[config.mk]
export PLATFORM = sky130hd
export DESIGN_NAME = press_decoder
export DESIGN_NICKNAME = d
export VERILOG_FILES = /design/src/rtl/press_decoder.sv
export SDC_FILE = /design/constraint.sdc
export NUM_CORES = 1
export LEC_CHECK = 0
export ABC_AREA = 1
export CAP_MARGIN = 40
export CORE_MARGIN = 1
export CORE_UTILIZATION = 57
export CTS_BUF_LIST = sky130_fd_sc_hd__clkbuf_8
export DETAILED_ROUTE_END_ITERATION = 8
export PLACE_DENSITY_LB_ADDON = 0.1
export SLEW_MARGIN = 30
export SYNTH_ARGS = -nofsm -noshare
export SYNTH_HDL_FRONTEND = slang
export SYNTH_SLANG_ARGS = --single-unit
[constraint.sdc]
create_clock -name clk -period 1.7 [get_ports clk]
set_input_delay 0.255 -clock clk [delete_from_list [all_inputs] [get_ports clk]]
set_output_delay 0.255 -clock clk [all_outputs]
set_load 0.02 [all_outputs]
[src/rtl/press_decoder.sv]
// Turns a debounced button level into single-cycle gesture events:
// press, short release, long press and auto-repeat, all on registered outputs.
module press_decoder #(
    parameter int LONG_TICKS         = 64,
    parameter int REPEAT_DELAY_TICKS = 32,
    parameter int REPEAT_TICKS       = 8,
    parameter int CNT_W              = 8
) (
    input  logic       clk,
    input  logic       rst_n,
    input  logic       tick,
    input  logic       debounced,
    output logic       press_pulse,
    output logic       short_pulse,
    output logic       long_pulse,
    output logic       repeat_pulse,
    output logic       release_pulse,
    output logic       held,
    output logic [7:0] repeat_count
);

    typedef enum logic [1:0] {IDLE, HELD, LONG, REPEAT} state_t;

    localparam logic [CNT_W-1:0] LONG_LAST   = CNT_W'(LONG_TICKS - 1);
    localparam logic [CNT_W-1:0] DELAY_LAST  = CNT_W'(REPEAT_DELAY_TICKS - 1);
    localparam logic [CNT_W-1:0] REPEAT_LAST = CNT_W'(REPEAT_TICKS - 1);

    state_t           state, state_nxt;
    logic [CNT_W-1:0] cnt, cnt_nxt;
    logic             deb_q;
    logic [7:0]       rc_nxt, rc_inc;
    logic             press_nxt, short_nxt, long_nxt, repeat_nxt, release_nxt;

    assign rc_inc = (repeat_count == 8'hFF) ? repeat_count : repeat_count + 8'd1;

    always_comb begin
        state_nxt   = state;
        cnt_nxt     = cnt;
        rc_nxt      = repeat_count;
        press_nxt   = 1'b0;
        short_nxt   = 1'b0;
        long_nxt    = 1'b0;
        repeat_nxt  = 1'b0;
        release_nxt = 1'b0;
        case (state)
            IDLE: begin
                if (debounced && !deb_q) begin
                    state_nxt = HELD;
                    cnt_nxt   = '0;
                    rc_nxt    = 8'd0;
                    press_nxt = 1'b1;
                end
            end
            // Release wins over a coincident tick in every held state.
            HELD: begin
                if (!debounced) begin
                    state_nxt   = IDLE;
                    short_nxt   = 1'b1;
                    release_nxt = 1'b1;
                end else if (tick) begin
                    if (cnt == LONG_LAST) begin
                        state_nxt = LONG;
                        cnt_nxt   = '0;
                        long_nxt  = 1'b1;
                    end else begin
                        cnt_nxt = cnt + CNT_W'(1);
                    end
                end
            end
            LONG: begin
                if (!debounced) begin
                    state_nxt   = IDLE;
                    release_nxt = 1'b1;
                end else if (tick) begin
                    if (cnt == DELAY_LAST) begin
                        state_nxt  = REPEAT;
                        cnt_nxt    = '0;
                        repeat_nxt = 1'b1;
                        rc_nxt     = rc_inc;
                    end else begin
                        cnt_nxt = cnt + CNT_W'(1);
                    end
                end
            end
            REPEAT: begin
                if (!debounced) begin
                    state_nxt   = IDLE;
                    release_nxt = 1'b1;
                end else if (tick) begin
                    if (cnt == REPEAT_LAST) begin
                        cnt_nxt    = '0;
                        repeat_nxt = 1'b1;
                        rc_nxt     = rc_inc;
                    end else begin
                        cnt_nxt = cnt + CNT_W'(1);
                    end
                end
            end
            default: state_nxt = IDLE;
        endcase
    end

    // deb_q tracks the input even in reset so a button held through reset is not a press.
    always_ff @(posedge clk) begin
        deb_q <= debounced;
        if (!rst_n) begin
            state         <= IDLE;
            cnt           <= '0;
            repeat_count  <= 8'd0;
            press_pulse   <= 1'b0;
            short_pulse   <= 1'b0;
            long_pulse    <= 1'b0;
            repeat_pulse  <= 1'b0;
            release_pulse <= 1'b0;
            held          <= 1'b0;
        end else begin
            state         <= state_nxt;
            cnt           <= cnt_nxt;
            repeat_count  <= rc_nxt;
            press_pulse   <= press_nxt;
            short_pulse   <= short_nxt;
            long_pulse    <= long_nxt;
            repeat_pulse  <= repeat_nxt;
            release_pulse <= release_nxt;
            held          <= (state_nxt != IDLE);
        end
    end

endmodule

==> metrics list <==
- Status: finished clean
- Placed cell area: 1750 um2
- Chain of cells forming the critical path: clkdlybuf4s50_1
- Wirelength per Cell: 12.6 um
* Number of max-capacitance violations reported: 0
* Highest fanout seen on the critical path: 7
* Predominant post-synthesis flop cell: dfxtp_1
- In this run the power density over the cells is 617 nW/um2.
- Compared with the post-synthesis result, the final layout area differs by 21.4%.
* Die width: 53.3 um
- Die area: 2840 um2
- The initialized floorplan defines 18 standard-cell rows.
- After global routing the overflow that remains totals 0.
- After clock tree synthesis, the clock-pin slew on the worst setup and hold paths is 0.09 ns.
- Final number of setup-violating endpoints: 0
- After detailed placement, the design holds a cell count of 277.
- Worst Setup Start Kind: flip-flop
- The number of global-route vias before repair was 1,377.
- Post-synthesis mux area share: 0
- Pin count of the biggest net entering global routing: 15
- Die height: 53.3 um
- Sequential fraction of the synthesis area: 0.334
- Count of pins on the block boundary: 18
- The final layout contains 259 nets.
- Combined global-route utilization of all metal layers: 0.275
- After the first detailed-routing iteration, the DRC count stood at 20.
- Reg-to-reg endpoint: cnt[0]
* Reg-to-reg startpoint: state[0]
* Number of remaining DRC errors: 0
- Critical path's slowest cell: clkdlybuf4s50_1
- Mean Syn Cell Area: 6.66 um2
- At the later pin of the worst-skew pair, clock insertion delay measures 0.27 ns.
- Number of buffers inserted to repair setup after CTS: 0
- The region available for standard cell placement spans 2480 um2.
* CTS tree: built
- Wire length of the first global-routing pass: 5660 um
- Counting the buffers created by CTS gives 3.
- Worst clock skew: 0.00354 ns
- At the worst endpoint, the required time is 1.44 ns.
- Post-route ant nets: 0
- The library cell used most frequently in the layout, excluding fill and tap cells, is nand2_1.
- The total count of max-transition violations in the final report is 0.
- After synthesis, the largest family of logic cells by area is simple AND/OR/NAND/NOR gates.
- Synth Area in XOR/XNOR: 0.0225
- Fraction of the mapped netlist area in adder cells: 0.0167
* Cts-stage hold buffer count: 0
- Once layout is complete, the cells apart from fillers number 282.
- The clock period could shrink to 1.63 ns.
- Post-detailed-routing wire length: 3560 um
- For this configuration, the core starts out at a cell density of 0.605.
* Sinks on the clock net: 25
* Number of cells produced by synthesis: 225
* Worst VDD drop: 656 uV
- The synthesized netlist occupies a cell area of 1500 um2.
- Drt pass-1 iters: 4
- The number of cells on the worst reg-to-reg path is 8.
- Root buffer selected by CTS: clkbuf_8
- Async S/R FF share, synth: 0
* Total leakage power: 0.784 nW
* Commonest non-fill, non-tap cells in the layout: 52 x nand2_1, 30 x inv_1, 26 x nor2_1, 26 x nand3_1, 24 x dfxtp_1
- The min-delay analysis places its worst path in the category flip-flop to flip-flop.
* Area fraction in compound gates after synthesis: 0.0843
* Non-Filler Cell Area, Final: 1820 um2
- In this run the register-to-register setup slack is 0.12 ns.
* Crit Path Category: flip-flop to primary output
- The number of antenna violations at the first check in global routing came to 0.
- In the finished design, the share of the clock period the worst path needs comes to 0.961.
* CTS max path bufs: 2
* Worst slew pin tran: 0.412 ns
- Nets in the synthesized netlist: 231
* Worst slew margin relative to its limit: 0.725
- The worst path meets setup with 0.0669 ns of slack.
* Final weighted congestion in routability-driven placement: 0.915
- The number of hold-slack violations in the final timing report was 0.
* Final HPWL from detailed placement: 2650 um
* Syn. warnings: 0
- The synthesized netlist contains 35 unique library cells.
- Crit end category: primary output
- End of the worst hold path: cnt[7]
- Simple logic cell fraction of the synthesized area: 0.424
- Layout cells sized above 1: 0.167
- Via Count: 1,503
- The number of buffers and inverters on the critical path is 1.
* Worst slack at placement: -0.123 ns
- Setup repair after global routing left no endpoint under its margin.
* Biggest cell delay along the critical path: 0.65 ns
- For this run, the share of the core covered by cells in the final layout is 0.734.
* Max Freq: 612 MHz
- Arrival time at the worst endpoint: 1.38 ns
* Vias per std cell: 5.33
- Top cell family by delay on the critical path: buffers and inverters
- Hold Path Stages: 2
- Buffers on Ports: 17
- Synthesized flop and latch total: 25
- Post-synth EDFFs: 0
- Antenna cell count: 0
* H-tree depth reported by CTS: 1
* Hold_sp: cnt[7]
[worst reg2reg max path: stages, from the launching register on]
cell and delay (ns):
dfxtp_1 0.56, nand2_1 0.15, nand3_2 0.13, nand2_2 0.08, nor2_4 0.21, buf_4 0.17, xor2_2 0.12, inv_1 0.05
nor2_2 0.06
[per-layer routing]
metal / routed length, um / global-route usage
met1: 1620 / 0.326
met5: 0 / 0
met4: 35 / 0.105
met2: 1780 / 0.492
met3: 116 / 0.0345
[per-stage QoR]
stage                     hold slack, ns  TNS (ns)  total power, W
after detailed placement           0.508     -1.22        0.000775
after floorplan                    0.283         0        0.000720
after CTS                          0.524         0         0.00113
after global routing               0.552         0         0.00117
final                              0.524         0         0.00112
after global placement             0.496    -0.361        0.000770
[power by group]
group          internal (W)  total [W]  switching, W  leakage [nW]
Clock              0.000164   0.000359      0.000194        0.0255
Sequential         0.000598   0.000610     0.0000118         0.203
Combinational     0.0000648   0.000154     0.0000890         0.555
Total              0.000827    0.00112      0.000295         0.784
[layout make-up]
type	instances	area, um2
Multi-Input combinational cell	160	847
Fill cell	210	658
Sequential cell	25	502
Timing Repair Buffer	28	253
Inverter	35	134
Clock buffer	3	41.3
Tap cell	30	37.5
Clock inverter	1	5.00
[registers in the layout, indices dropped and copies added (netlist names)]
signal         cells
state              2
long_pulse         1
deb_q              1
cnt                8
release_pulse      1
short_pulse        1
repeat_count       8
held               1
press_pulse        1
repeat_pulse       1
[what timing repair did]
action / in CTS / in global routing
endpoints found under the setup margin: 0 / 6
endpoints found under the hold margin: 0 / 0
gates resized for setup: 0 / 5
[how the worst max path moves through the flow]
stage | start | end | slack [ns] | cells after the start
global placement | debounced | cnt[0] | -0.06 | 9
finish | repeat_count[3] | repeat_count[3] | 0.07 | 1
detailed placement | debounced | cnt[0] | -0.12 | 9
CTS | repeat_count[3] | repeat_count[3] | 0.06 | 1
floorplan | repeat_count[1] | repeat_count[1] | 0.23 | 8
global route | cnt[1] | cnt[3] | 0.009 | 10
[cell families after synthesis]
| family | after synthesis |
|---|---|
| simple gates | 131 |
| fa+ha+maj | 2 |
| flops | 25 |
| compound gates | 23 |
| xor+xnor | 3 |
| buf+inv | 41 |
[cell usage after synthesis (2+ instances only)]
master,count,area [um2]
dfxtp_1,25,500
inv_1,30,113
nand2_1,52,195
nand2_2,2,12.5
nor2_2,7,43.8
nand3_2,4,40.0
nand3_1,26,130
inv_2,3,11.3
buf_2,2,10.0
nor3_1,2,10.0
nor2_1,27,101
o21bai_1,2,15.0
ha_1,2,25.0
o21ai_1,2,10.0
nor2_4,2,22.5
buf_6,2,22.5
a21oi_1,11,55.1
nand4_1,3,18.8
o21ai_0,5,25.0
Power figures use the tool's default switching activity.
